### src/rtl/clkdiv_rate_ctrl_pkg.sv
// ----------------------------------------------------------------------------
// clkdiv_pkg
// Shared definitions for the clock-divider rate controller.
//   DIV_W          width of the divider max value
//   rate_state_t   run-control FSM states
//   lvl_width()    width of a level index for a given number of levels
//   level_to_max() rate table: level L selects base >> L
// ----------------------------------------------------------------------------
package clkdiv_pkg;

    localparam int unsigned DIV_W = 26;

    typedef enum logic [1:0] {
        STOP,
        ARM,
        RUN,
        PEND
    } rate_state_t;

    // A single-level table still needs a 1-bit level port.
    function automatic int unsigned lvl_width(input int unsigned levels);
        return (levels > 1) ? $clog2(levels) : 1;
    endfunction

    // Logical shift at full divider width; higher level means a shorter period.
    function automatic logic [DIV_W-1:0] level_to_max(input logic [DIV_W-1:0] base,
                                                       input int unsigned     lvl);
        return base >> lvl;
    endfunction

endpackage

### src/rtl/clkdiv_rate_ctrl_if.sv
// ----------------------------------------------------------------------------
// clkdiv_rate_ctrl_if
// Request/response bundle between the rate controller, its user and the
// divider placed beside it.
//   start/stop/faster/slower  1-cycle request pulses
//   tc                        divider terminal-count pulse
//   div_nrst                  divider reset, active-low
//   div_max                   divider max value
//   cnt_en                    qualified 1-cycle tick to the downstream counter
//   level                     active rate level
//   busy                      a rate change is waiting for the next tc
//   rej                       1-cycle pulse: request saturated or ignored
// Modports: master = environment/user side, slave = controller.
// ----------------------------------------------------------------------------
interface clkdiv_rate_ctrl_if #(
    parameter int unsigned LVL_W = 2
) ();
    import clkdiv_pkg::*;

    logic             start;
    logic             stop;
    logic             faster;
    logic             slower;
    logic             tc;
    logic             div_nrst;
    logic [DIV_W-1:0] div_max;
    logic             cnt_en;
    logic [LVL_W-1:0] level;
    logic             busy;
    logic             rej;

    modport master (
        output start, stop, faster, slower, tc,
        input  div_nrst, div_max, cnt_en, level, busy, rej
    );

    modport slave (
        input  start, stop, faster, slower, tc,
        output div_nrst, div_max, cnt_en, level, busy, rej
    );

endinterface

### src/rtl/clkdiv_rate_ctrl.sv
// ----------------------------------------------------------------------------
// clkdiv_rate_ctrl
// Run control and rate scheduler for an external clock divider. Starts and
// stops the divider, picks its period from a LEVELS-entry table and applies
// rate changes only on the divider terminal count so the tick stream never
// glitches. All outputs are registered.
// Ports:
//   clk   system clock
//   rst   synchronous reset, active-high
//   bus   clkdiv_rate_ctrl_if.slave (requests and tc in; divider control,
//         cnt_en, level, busy, rej out)
// Optional feature: define RATE_AUTOCYCLE_EN to auto-advance the level every
// CYCLE_TICKS cnt_en pulses in RUN (wrapping from LEVELS-1 to 0).
// ----------------------------------------------------------------------------
module clkdiv_rate_ctrl
    import clkdiv_pkg::*;
#(
    parameter int unsigned BASE_MAX    = 26_999_999,
    parameter int unsigned LEVELS      = 4,
    parameter int unsigned INIT_LEVEL  = 0,
    parameter int unsigned CYCLE_TICKS = 8
) (
    input  logic             clk,
    input  logic             rst,
    clkdiv_rate_ctrl_if.slave bus
);

    localparam int unsigned      LVL_W    = lvl_width(LEVELS);
    localparam logic [LVL_W-1:0] LVL_TOP  = LVL_W'(LEVELS - 1);
    localparam logic [LVL_W-1:0] LVL_INIT = LVL_W'(INIT_LEVEL);
    localparam logic [DIV_W-1:0] BASE_D   = DIV_W'(BASE_MAX);

    if (((BASE_MAX >> (LEVELS - 1)) < 2) || (INIT_LEVEL >= LEVELS) || (CYCLE_TICKS < 1))
    begin : g_param_check
        $error("clkdiv_rate_ctrl: illegal BASE_MAX/LEVELS/INIT_LEVEL/CYCLE_TICKS");
    end

    rate_state_t      state_q, state_d;
    logic [LVL_W-1:0] level_q, level_d;
    logic [LVL_W-1:0] pend_q, pend_d;
    logic [DIV_W-1:0] div_max_q, div_max_d;
    logic             div_nrst_q, div_nrst_d;
    logic             cnt_en_q, cnt_en_d;
    logic             busy_q, busy_d;
    logic             rej_q, rej_d;

    logic             req;
    logic             up;
    logic             sat_level;
    logic             sat_pend;
    logic [LVL_W-1:0] pend_nxt;
    logic             auto_fire;

`ifdef RATE_AUTOCYCLE_EN
    localparam int unsigned TICK_W = $clog2(CYCLE_TICKS + 1);

    logic [TICK_W-1:0] tick_q, tick_d;

    // Counts cnt_en pulses seen in RUN; the CYCLE_TICKS-th fires an internal step.
    always_comb begin
        auto_fire = (state_q == RUN) && cnt_en_q && (tick_q == TICK_W'(CYCLE_TICKS - 1));
        tick_d    = tick_q;
        if (bus.stop || bus.faster || bus.slower) begin
            tick_d = '0;
        end else if ((state_q == RUN) && cnt_en_q) begin
            tick_d = auto_fire ? '0 : tick_q + TICK_W'(1);
        end
    end
`else
    assign auto_fire = 1'b0;
`endif

    // Opposite requests cancel; saturation is judged against the value being stepped.
    assign req       = bus.faster ^ bus.slower;
    assign up        = bus.faster;
    assign sat_level = up ? (level_q == LVL_TOP) : (level_q == '0);
    assign sat_pend  = up ? (pend_q == LVL_TOP) : (pend_q == '0);

    always_comb begin
        state_d    = state_q;
        level_d    = level_q;
        pend_d     = pend_q;
        div_max_d  = div_max_q;
        div_nrst_d = div_nrst_q;
        busy_d     = busy_q;
        cnt_en_d   = 1'b0;
        rej_d      = 1'b0;
        pend_nxt   = pend_q;

        if (bus.stop && (state_q != STOP)) begin
            // Any pending level is dropped; level and div_max stay as they are.
            state_d    = STOP;
            div_nrst_d = 1'b0;
            busy_d     = 1'b0;
            pend_d     = level_q;
        end else begin
            case (state_q)
                STOP: begin
                    if (!bus.stop) begin
                        rej_d = req;
                        if (bus.start) begin
                            state_d = ARM;
                        end
                    end
                end
                // Divider held in reset one more cycle so div_max is settled at release.
                ARM: begin
                    state_d    = RUN;
                    div_nrst_d = 1'b1;
                    rej_d      = req | bus.start;
                end
                RUN: begin
                    cnt_en_d = bus.tc;
                    rej_d    = bus.start;
                    if (req) begin
                        if (sat_level) begin
                            rej_d = 1'b1;
                        end else begin
                            pend_d  = up ? level_q + LVL_W'(1) : level_q - LVL_W'(1);
                            state_d = PEND;
                            busy_d  = 1'b1;
                        end
                    end else if (auto_fire) begin
                        pend_d  = (level_q == LVL_TOP) ? '0 : level_q + LVL_W'(1);
                        state_d = PEND;
                        busy_d  = 1'b1;
                    end
                end
                PEND: begin
                    cnt_en_d = bus.tc;
                    rej_d    = bus.start;
                    if (req) begin
                        if (sat_pend) begin
                            rej_d = 1'b1;
                        end else begin
                            pend_nxt = up ? pend_q + LVL_W'(1) : pend_q - LVL_W'(1);
                        end
                    end
                    pend_d = pend_nxt;
                    // Commit on tc: the divider is at count 0 now, so the new max
                    // is in place before it can reach any terminal count.
                    if (bus.tc) begin
                        level_d   = pend_nxt;
                        div_max_d = level_to_max(BASE_D, int'(pend_nxt));
                        state_d   = RUN;
                        busy_d    = 1'b0;
                    end
                end
                default: begin
                    state_d    = STOP;
                    div_nrst_d = 1'b0;
                    busy_d     = 1'b0;
                end
            endcase
        end
    end

    always_ff @(posedge clk) begin
        if (rst) begin
            state_q    <= STOP;
            level_q    <= LVL_INIT;
            pend_q     <= LVL_INIT;
            div_max_q  <= level_to_max(BASE_D, INIT_LEVEL);
            div_nrst_q <= 1'b0;
            cnt_en_q   <= 1'b0;
            busy_q     <= 1'b0;
            rej_q      <= 1'b0;
`ifdef RATE_AUTOCYCLE_EN
            tick_q     <= '0;
`endif
        end else begin
            state_q    <= state_d;
            level_q    <= level_d;
            pend_q     <= pend_d;
            div_max_q  <= div_max_d;
            div_nrst_q <= div_nrst_d;
            cnt_en_q   <= cnt_en_d;
            busy_q     <= busy_d;
            rej_q      <= rej_d;
`ifdef RATE_AUTOCYCLE_EN
            tick_q     <= tick_d;
`endif
        end
    end

    assign bus.div_nrst = div_nrst_q;
    assign bus.div_max  = div_max_q;
    assign bus.cnt_en   = cnt_en_q;
    assign bus.level    = level_q;
    assign bus.busy     = busy_q;
    assign bus.rej      = rej_q;

endmodule
### src/flat_wrapper.sv
// flat-port wrapper written by rule: the top's interface ports become plain ports
module clkdiv_rate_ctrl_flat import clkdiv_pkg::*;
#(
    parameter int unsigned BASE_MAX    = 26_999_999,
    parameter int unsigned LEVELS      = 4,
    parameter int unsigned INIT_LEVEL  = 0,
    parameter int unsigned CYCLE_TICKS = 8
)
  (clk, rst, bus_start, bus_stop, bus_faster, bus_slower, bus_tc, bus_div_nrst, bus_div_max, bus_cnt_en, bus_level, bus_busy, bus_rej);
  clkdiv_rate_ctrl_if bus_i ();
  input  logic clk;
  input  logic rst;
  input wire logic [$bits(bus_i.start)-1:0] bus_start;
  input wire logic [$bits(bus_i.stop)-1:0] bus_stop;
  input wire logic [$bits(bus_i.faster)-1:0] bus_faster;
  input wire logic [$bits(bus_i.slower)-1:0] bus_slower;
  input wire logic [$bits(bus_i.tc)-1:0] bus_tc;
  output wire logic [$bits(bus_i.div_nrst)-1:0] bus_div_nrst;
  output wire logic [$bits(bus_i.div_max)-1:0] bus_div_max;
  output wire logic [$bits(bus_i.cnt_en)-1:0] bus_cnt_en;
  output wire logic [$bits(bus_i.level)-1:0] bus_level;
  output wire logic [$bits(bus_i.busy)-1:0] bus_busy;
  output wire logic [$bits(bus_i.rej)-1:0] bus_rej;
  assign bus_i.start = bus_start;
  assign bus_i.stop = bus_stop;
  assign bus_i.faster = bus_faster;
  assign bus_i.slower = bus_slower;
  assign bus_i.tc = bus_tc;
  assign bus_div_nrst = bus_i.div_nrst;
  assign bus_div_max = bus_i.div_max;
  assign bus_cnt_en = bus_i.cnt_en;
  assign bus_level = bus_i.level;
  assign bus_busy = bus_i.busy;
  assign bus_rej = bus_i.rej;
  clkdiv_rate_ctrl #(.BASE_MAX(BASE_MAX), .LEVELS(LEVELS), .INIT_LEVEL(INIT_LEVEL), .CYCLE_TICKS(CYCLE_TICKS)) u_core (.clk(clk), .rst(rst), .bus(bus_i));
endmodule
### config.mk
export PLATFORM = sky130hd
export DESIGN_NAME = clkdiv_rate_ctrl_flat
export DESIGN_NICKNAME = d
export VERILOG_FILES = /design/src/rtl/clkdiv_rate_ctrl_pkg.sv /design/src/rtl/clkdiv_rate_ctrl_if.sv /design/src/rtl/clkdiv_rate_ctrl.sv /design/src/flat_wrapper.sv
export SDC_FILE = /design/constraint.sdc
export NUM_CORES = 1
export LEC_CHECK = 0
export ABC_CLOCK_PERIOD_IN_PS = 2000
export CORE_UTILIZATION = 46
export CTS_CLUSTER_SIZE = 30
export DETAILED_ROUTE_END_ITERATION = 10
export GPL_ROUTABILITY_DRIVEN = 0
export PLACE_DENSITY_LB_ADDON = 0.1
export SLEW_MARGIN = 20
export SYNTH_ARGS = -nofsm -noshare
export SYNTH_HDL_FRONTEND = slang
export SYNTH_SLANG_ARGS = --single-unit
export TNS_END_PERCENT = 100
### constraint.sdc
create_clock -name clk -period 2 [get_ports clk]
set_clock_uncertainty 0.05 [all_clocks]
set_input_delay 0.2 -clock clk [delete_from_list [all_inputs] [get_ports clk]]
set_output_delay 0.2 -clock clk [all_outputs]
set_load 0.02 [all_outputs]
# ---- Word level (Yosys, flattened, before mapping)
# Cells that the tools add are included.
dict set report word_totals {
  reg_bits 36
  word_cells 71
  inputBits 7
  out_inout_bits 32
}
dict set report op_classes {
  mux 28
  eq_ne 12
  n_bitwise 4
  n_addsub 4
  n_reduce_logical 14
  shifts 1
}
# op count
set ops {}
lappend ops {{$mux 2} 14}
lappend ops {{$shr 25x2->26 const A} 1}
lappend ops {{$mux 1} 10}
lappend ops {{$eq 2x2->1 const B} 4}
lappend ops {{$ne 2x2->1 const B} 4}
lappend ops {{$pmux 2 s4} 1}
lappend ops {{$logic_not 2->1} 3}
lappend ops {{$reduce_and 3->1} 2}
lappend ops {{$reduce_and 5->1} 1}
lappend ops {{$add 2x1->2 const B} 2}
lappend ops {{$pmux 1 s4} 1}
lappend ops {{$pmux 2 s2} 1}
lappend ops {{$reduce_and 4->1} 1}
lappend ops {{$reduce_bool 2->1} 2}
lappend ops {{$reduce_or 2->1} 2}
lappend ops {{$sub 2x1->2 const B} 2}
lappend ops {{$ne 3x1->1 const B} 1}
lappend ops {{$ne 3x3->1 const B} 1}
lappend ops {{$reduce_bool 3->1} 1}
lappend ops {{$reduce_or 3->1} 1}
lappend ops {{$eq 2x1->1 const B} 1}
lappend ops {{$ne 2x1->1 const B} 1}
lappend ops {{$not 1->1} 2}
lappend ops {{$pmux 1 s2} 1}
lappend ops {{other kinds (3)} 3}

# ---- Depth between registers and ports, before layout
# Gate-level depths: netlist of run 1.
dict set report logic_depth {
  ltp_word 8
  mapped_depth 8
  mapped_depth_nobuf 7
}

# ---- Least setup slack after synthesis of run 1
# OpenSTA, ideal clock, no wires.
dict set report synth_path {
  kind {input to register}
  startpoint {in bus_faster}
  endpoint {reg u_core.pend_q[1]}
  n_path_buf 1
  setup_slack_ns 0.215
  cell_stages 7
  required_time_ns 1.876
  arrival_ns 1.661
  cell_sequence {buf_2 inv_1 fa_1 mux2i_2 inv_2 a221o_1 a31oi_1}
}
dict set report synth_between {
  elab_chain_cells 7
  word_cells_on_any_way 16
  classes_between {2 x eq/ne; 12 x mux; 1 x bitwise; 1 x reduce/logical}
}
# item line_no
set synth_rtl {}
lappend synth_rtl {{from (decl)} flat_wrapper.sv:15} ;# input wire logic [$bits(bus_i.faster)-1:0] bus_faster;
lappend synth_rtl {{$mux 2 or $mux 1 (tied branches)} {clkdiv_rate_ctrl.sv:136, clkdiv_rate_ctrl.sv:77}}
lappend synth_rtl {{$mux 2} clkdiv_rate_ctrl.sv:133} ;# if (sat_pend) begin
lappend synth_rtl {{$mux 2} clkdiv_rate_ctrl.sv:132} ;# if (req) begin
lappend synth_rtl {{$mux 2} clkdiv_rate_ctrl.sv:97} ;# case (state_q)
lappend synth_rtl {{$mux 2} clkdiv_rate_ctrl.sv:90} ;# if (bus.stop && (state_q != STOP)) begin
lappend synth_rtl {{$pmux 2 s2} clkdiv_rate_ctrl.sv:97}
lappend synth_rtl {{$mux 2} clkdiv_rate_ctrl.sv:90}
lappend synth_rtl {{to (signal assigned)} clkdiv_rate_ctrl.sv:174} ;# pend_q <= pend_d;
lappend synth_rtl {{to (decl)} clkdiv_rate_ctrl.sv:40} ;# logic [LVL_W-1:0] pend_q, pend_d;
# Several ways; a longest one is shown, not always the timed one. The select of a mux whose other input is x is not followed.
# A chain may end at the register's enable or synchronous reset.

# ---- Worst setup path in the final report of run 1
dict set report layout_path {
  startpoint {reg u_core.pend_q[1]}
  endpoint {reg u_core.pend_q[1]}
}
dict set report layout_between {
  elab_chain_cells 8
  word_cells_on_any_way 12
  classes_between {2 x add/sub; 1 x eq/ne; 8 x mux; 1 x reduce/logical}
}
# item line_no
set layout_rtl {}
lappend layout_rtl {{$sub 2x1->2, or another cell as far along} clkdiv_rate_ctrl.sv:136} ;# pend_nxt = up ? pend_q + LVL_W'(1) : pend_q - LVL_W'(1);
lappend layout_rtl {{$mux 2 or $mux 1 (tied branches)} {clkdiv_rate_ctrl.sv:136, clkdiv_rate_ctrl.sv:77}}
lappend layout_rtl {{$mux 2} clkdiv_rate_ctrl.sv:133}
lappend layout_rtl {{$mux 2 (*)} clkdiv_rate_ctrl.sv:132}
lappend layout_rtl {{$mux 2 (*)} clkdiv_rate_ctrl.sv:97}
lappend layout_rtl {{$mux 2 (*)} clkdiv_rate_ctrl.sv:90}
lappend layout_rtl {{$pmux 2 s2 (*)} clkdiv_rate_ctrl.sv:97}
lappend layout_rtl {{$mux 2 (*)} clkdiv_rate_ctrl.sv:90}
# Every way passes the cells marked *; elsewhere a longest branch is shown, timed or not. The select of a mux whose other input is x is not followed.

==> impl_summary.md, run 1 <==
Route
Before antenna repair, the detailed router went through 4 iterations. Wire segments on met2 add up to 1170 um in the final route. The detailed router finished its first iteration with 12 violations. Summed over all layers, the routed wires come to 2580 um. In the routed layout, each cell is associated on average with a via count of 5.09. The length of routed met3 wiring is 132 um.

The DRC violation count after routing is 0. The uppermost signal routing layer after detailed routing is met4. In the final routing, the length of wire on met1 measures 1260 um.

After detailed routing, the average wire length per cell comes to 12.7 um. The detail route stage leaves a number of antenna-violating nets equal to 0. The via count of the routed design is 1,033.

Floorplan
The core region is 2500 um^2. The die covers 2880 um^2. The height of the chip is 53.7 um.

The starting utilization of the core area is 49.2%. The total number of placement rows is 18. In this run the horizontal extent of the chip is 53.7 um. The count of boundary I/O pins is 39.

GRT
The number of antenna violations at the first check in global routing is 0. The number of global-route vias before repair came to 850. The total overflow left after global routing is 0.

The global routing usage summed across all routing layers is 19.9%. The first-pass GRT wire length is 4110 um. The pin count of the biggest net entering global routing is 16.

Placement
The post-detailed-placement half-perimeter wirelength is 1900 um. Input and output buffers added on the ports amount to 29. At the placement stage, the worst setup path has a slack of -0.126 ns.

Setup path
Along the worst path, the maximum fanout reaches 5. The critical path data required time is 2.17 ns. On the worst path, the slowest cell contributes a delay of 0.42 ns. The critical path start-end classification is reg -> reg. The signal on the critical path passes through inv_1 -> fa_1 -> mux2i_2 -> inv_2 -> a221o_1 -> a31oi_1. The sum of buffers and inverters on the critical path is 2.

The cell at the slowest stage of the critical path is dfxtp_1. The category of the worst setup path launch point is a register. The capturing element type of the critical path is a register. STA puts the critical path data arrival time at 2.04 ns.

The family of cells with the greatest summed delay on the critical path is compound AO/OA/AOI/OAI gates.

Logic synthesis
Each instance of the synthesized netlist takes up on average 8.60 um^2. The portion of synthesized cell area occupied by the leading cell type is 32.6%. The count of distinct cell types in the synthesized netlist is 48.

The cell count after synthesis is 143. The dominant synthesized flop cell is dfxtp_1. By instance count, the leading cell after synthesis is dfxtp_1. The count of synthesis-stage warnings from yosys is 0. The share of the Yosys chip area taken by registers is 32.6%.

The synthesized design contains 20 register bits. Of all cell types, the one taking the most synthesized area is dfxtp_1. The total standard cell area after synthesis is 1230 um^2. Counting flops with a built-in enable in the synthesized netlist gives 0. Counting instances in the post-synthesis netlist gives the leading cell types as 20 x dfxtp_1, 16 x buf_4, 16 x nand2_1, 10 x nor2_1. The share of flip-flops with an asynchronous set or reset after synthesis is 0%. Yosys attributes the largest share of cell area to dfxtp_1 33%, buf_4 9.8%, ha_1 6.1%.

Clocking
TritonCTS built the clock tree. The clock edge transition at the registers on the reported setup and hold paths is 0.12 ns. The maximum clock path buffer count is 2. The tree is rooted in a clkbuf_4.

The number of H-tree levels is 1. Counting every sink on the clock net gives 20. Clock latency on the worst-skew pair, taken at its later pin, is 0.30 ns. In this run, CTS created clock tree buffers numbering 3.

After clock tree synthesis, the setup repair step added 0 buffers.

Pwr
Across the VDD grid, the largest voltage drop is 0.000502 V. For this design the static power due to leakage is 0.649 nW. For this design the ratio of total power to cell area is 542 nW/um^2.

STA
The post-route minimum period is 1.86 ns. Setup repair after global routing left no endpoint under its margin. The tightest hold path in the finished design has a slack of 0.429 ns. The final cycle utilization of the critical path is 93.1%. The final count of hold timing violations came to 0. The total negative slack for setup checks is 0 ns. The fmax is 537 MHz. The max-slew violation count is 0. Setup violations remaining at the end of the flow were counted as 0. The slack of the critical path is 0.138 ns.

Layout
The combined flip-flop and latch cell area is 402 um^2. The final layout contains 188 nets. Of the cells placed in the final design, the portion with a size suffix greater than 1 is 16.8%. The combined area of the multi-input logic cells is 678 um^2.

The area added between synthesis and finish is 28.5%. The diode insertion count for antenna repair is 0. The fill cell instance count of the final layout is 221.

Hold path
The path category of the worst min-delay check is reg -> reg.

Status
The flow ran to the end, and the final reports show no timing, DRC or antenna violations.

Flow run
Max-cap violations in this run came to 0.
## layout make-up
type,instances,share of cell area [%]
clock buffers,3,1.43
flip-flops and latches,20,25.4
inverters,6,1.43
well taps,30,2.38
clock inverters,1,1.90
repair buffers,42,24.5
multi-input cells,101,42.9
## cells by family (layout without fill, tap and decap cells)
group	Yosys count	in the layout	share of synthesized area (%)
flops	20	20	32.6
buf+inv	29	52	14.4
fa+ha+maj	7	7	7.73
simple gates	48	48	21.5
xor+xnor	1	1	1.32
mux	2	2	2.03
compound gates	34	34	19.8
other cells	2	9	0.611
## repair_timing
action	CTS	global route
resized for setup	0	1
setup endpoints to repair	0	1
hold buffers	0	0
## layer usage
metal	track usage (%)	up-vias
met5	0	-
met4	6.58	0
met3	3.39	2
met2	29.2	35
met1	28.8	472
li1	-	524
## cells in the final DEF (no fill, tap or decap), drive strengths merged, types with 3 or more instances in the layout
master,count
nor3b,4
conb,9
clkbuf,3
dfxtp,20
inv,6
and2,3
ha,6
nand2b,4
o21ai,6
nand2,16
o211ai,6
clkdlybuf4s50,29
nor2,10
buf,13
a21oi,6
## path summary, 6_finish.rpt
kind | start | endpoint | slack [ns] | cells past startpoint
max reg2reg | u_core.pend_q[1]$_SDFFE_PP0P_ | u_core.pend_q[1]$_SDFFE_PP0P_ | 0.14 | 6
min reg2reg | u_core.bus.div_max[6]$_SDFFE_PP0P_ | u_core.bus.div_max[6]$_SDFFE_PP0P_ | 0.43 | 2
min | u_core.bus.div_max[6]$_SDFFE_PP0P_ | u_core.bus.div_max[6]$_SDFFE_PP0P_ | 0.43 | 2
max | u_core.pend_q[1]$_SDFFE_PP0P_ | u_core.pend_q[1]$_SDFFE_PP0P_ | 0.14 | 6
## through the flow
step	power (W)	cell area [um^2]	std cells	util, %
after floorplan	0.000506	1260	150	-
after global placement	0.000533	1530	199	61.1
after detailed placement	0.000535	1530	199	61.1
after CTS	0.000867	1580	203	63.2
after global routing	0.000895	1580	203	63.2
final	0.000857	1580	203	63.2
## registers in the layout (all words and copies together), names as in the netlist
name                 cells
u_core.bus.busy          1
u_core.bus.cnt_en        1
u_core.bus.div_max      11
u_core.bus.div_nrst      1
u_core.bus.level         1
u_core.bus.rej           1
u_core.pend_q            2
u_core.state_q           2
## power by group
group	switching (W)	internal [W]
sequential	0.00000352	0.000403
clock	0.000127	0.000202
combinational	0.0000687	0.0000522
total	0.000199	0.000658
## worst register-to-register path, delay by kind of cell, from the launching register on
kind	cells	cell delay [ns]
adder cells (fa/ha/maj)	1	0.38
multiplexers	1	0.21
flip-flops	1	0.42
AO/OA/AOI/OAI	2	0.51
buffers and inverters	2	0.21
Power figures use the tool's default switching activity.
==> run 2: changes to the inputs <==
--- a/config.mk
+++ b/config.mk
@@ -5,7 +5,7 @@
 export SDC_FILE = /design/constraint.sdc
 export NUM_CORES = 1
 export LEC_CHECK = 0
-export ABC_CLOCK_PERIOD_IN_PS = 2000
+export ABC_CLOCK_PERIOD_IN_PS = 1800
 export CORE_UTILIZATION = 46
 export CTS_CLUSTER_SIZE = 30
 export DETAILED_ROUTE_END_ITERATION = 10
==> constraint.sdc (replaced) <==
create_clock -name clk -period 1.8 [get_ports clk]
set_clock_uncertainty 0.05 [all_clocks]
set_input_delay 0.18 -clock clk [delete_from_list [all_inputs] [get_ports clk]]
set_output_delay 0.18 -clock clk [all_outputs]
set_load 0.02 [all_outputs]
==> run 2 against run 1 <==
Compared with the run above: hold slack gained 0.0012 ns; critical path depth increased by 2; core utilization up 2.1 points; largest power group unchanged; combinational power rose by 20%; highest routed layer unchanged; via count increased by 4.3%; sequential share of layout area is 0.80 points lower; global-route usage fell by 0.39 points; count of clock-buffer cells in the layout is the same; sequential power up 11%.
==> impl_summary.md, run 2 (synthesis results as in run 1) <==
Setup path
The worst reg2reg path depth is 7. The critical path data required time is 1.98 ns. STA classifies the critical path endpoint as a register. Of all nets on the critical path, the largest fanout is 9.

The critical path is of the in -> reg type. Data arrives at the worst endpoint at 1.94 ns. The worst setup path is launched from an input port.

Placement
The count of buffers from port buffering is 29. The worst setup slack before clock tree synthesis is -0.295 ns. In this run, placement finished with an instance count of 202. The post-detailed-placement half-perimeter wirelength is 1960 um.

Flow run
The max-capacitance violation count is 0.

Clocking
In this run the post-CTS setup repair buffer count came out at 0. The number of buffers created by CTS is 3. The maximum clock path buffer count is 2. The clock edge transition at the registers on the reported setup and hold paths is 0.12 ns. The number of gates resized after CTS is 0. The clock latency on the worst-skew pair is 0.30 ns.

TritonCTS built the clock tree. The number of buffers added to fix hold violations after cts is 0. The clock sink count is 20. CTS placed an instance of clkbuf_4 at the clock tree root. The number of H-tree levels is 1.

Pwr
The static power due to leakage is 0.679 nW. The maximum VDD drop is 0.000574 V. The clock network is responsible for 38.5% of the overall power.

For this design the ratio of total power to cell area is 594 nW/um^2. The power dissipated by switching net loads is 0.000233 W. The share of total power in sequential cells is 46.5%. The combinational share of power is 15.0%. The internal portion of the total power is 0.000737 W. The net switching share of the total power is 24.0%.

Layout
The area added between synthesis and finish is 32.7%. Measured on the finished design, the core utilization comes to 65.3%. The most common cell after layout, fill and taps aside is clkdlybuf4s50_1. Leaving out fill and tap cells, the most frequent cells in the layout are 28 x clkdlybuf4s50_1, 19 x dfxtp_1, 16 x nand2_1. The final layout net count is 191.

The repair_antennas step left the layout with diodes totalling 0. In the final layout, the share of cells above drive strength 1 is 19.9%. The final standard cell count with taps included and fillers excluded is 206. The register with the most flip-flops in the layout has 11 of them.

Route
The final wirelength is 2640 um. The via-per-instance ratio is 5.23. Dividing the detail-routed wire length by the instance count gives 12.8 um. The DRC violation count after routing is 0. The via count of the routed design is 1,077.

The first-iteration detailed-routing DRC count is 7. The number of search-and-repair iterations in the first detailed-routing pass is 4. The detail route stage leaves a number of antenna-violating nets equal to 0.

STA
Setup repair after global routing could not meet its margin everywhere. Setup violations remaining at the end of the flow were counted as 0. The post-route minimum period is 1.77 ns. The slack of the critical path is 0.0342 ns.

The max-slew violation count was 0. The final count of hold timing violations is 0. For this run, the top clock speed supported by timing is 566 MHz. The final cycle utilization of the critical path is 98.1%.

GRT
The number of global-route vias before repair is 897. The global routing usage summed across all routing layers is 19.5%. The number of antenna violations at the first check in global routing is 0. Summed over all layers, the global routing overflow is 0. The first global-routing pass estimated 4050 um of wire. The pin count of the biggest net entering global routing is 16.

Floorplan
Pin placement for this block handled 39 I/O pins. In this run the horizontal extent of the chip is 53.7 um. The starting utilization of the core area is 49.2%.

The floorplan has 18 rows. In this run the standard cell core region covers 2500 um^2. The floorplan step defined a die boundary enclosing 2880 um^2. Measured along the y axis, the die boundary spans 53.7 um.

Hold path
The number of cells on the worst hold path is 2. The path category of the worst min-delay check is reg -> reg.

Status
The run finished with clean final reports.
-- run 2: through the flow --
step | cell area, um^2 | hold WS [ns] | total power [W] | setup TNS (ns)
after global placement | 1550 | 0.401 | 0.000597 | -2.50
after CTS | 1600 | 0.420 | 0.000971 | 0
final | 1630 | 0.430 | 0.000970 | 0
after floorplan | 1260 | 0.277 | 0.000562 | 0
after global routing | 1630 | 0.461 | 0.00100 | -0.0337
after detailed placement | 1550 | 0.402 | 0.000600 | -2.85
-- run 2: worst paths after layout --
path | from | endpoint | slack [ns]
setup reg to reg | u_core.pend_q[1]$_SDFFE_PP0P_ | u_core.bus.div_max[9]$_SDFFE_PP0P_ | 0.11
hold reg to reg | u_core.bus.div_max[24]$_SDFFE_PP1P_ | u_core.bus.div_max[24]$_SDFFE_PP1P_ | 0.43
setup / recovery | bus_faster | u_core.bus.div_max[9]$_SDFFE_PP0P_ | 0.03
hold / removal | u_core.bus.div_max[24]$_SDFFE_PP1P_ | u_core.bus.div_max[24]$_SDFFE_PP1P_ | 0.43
-- run 2: per-layer routing --
metal	up-vias	wire [um]	track usage (%)
met1	513	1320	27.6
met5	-	0	0
met4	0	13	3.95
met2	23	1200	30.0
met3	2	111	4.24
li1	539	-	-
-- run 2: area by class of cell --
cell class / instances / area (um^2)
Inverter: 6 / 22.5
Clock inverter: 1 / 30.0
Fill cell: 223 / 868
Clock buffer: 3 / 22.5
Tap cell: 30 / 37.5
Timing Repair Buffer: 45 / 417
Sequential cell: 20 / 402
Multi-Input combinational cell: 101 / 701
-- run 2: power groups by stage --
stage	Combinational, W	Sequential (W)	Clock [W]
final	0.000145	0.000451	0.000374
after global routing	0.000157	0.000452	0.000392
after CTS	0.000140	0.000451	0.000380
after detailed placement	0.000139	0.000461	0
after global placement	0.000136	0.000460	0
after floorplan	0.0000969	0.000466	0
-- run 2: critical path: stages --
cell and delay (ns):
clkdlybuf4s50_1 0.44, buf_6 0.16, xor2_4 0.19, mux2_2 0.29, and2_1 0.17, buf_4 0.15, ha_1 0.20, a211oi_2 0.17
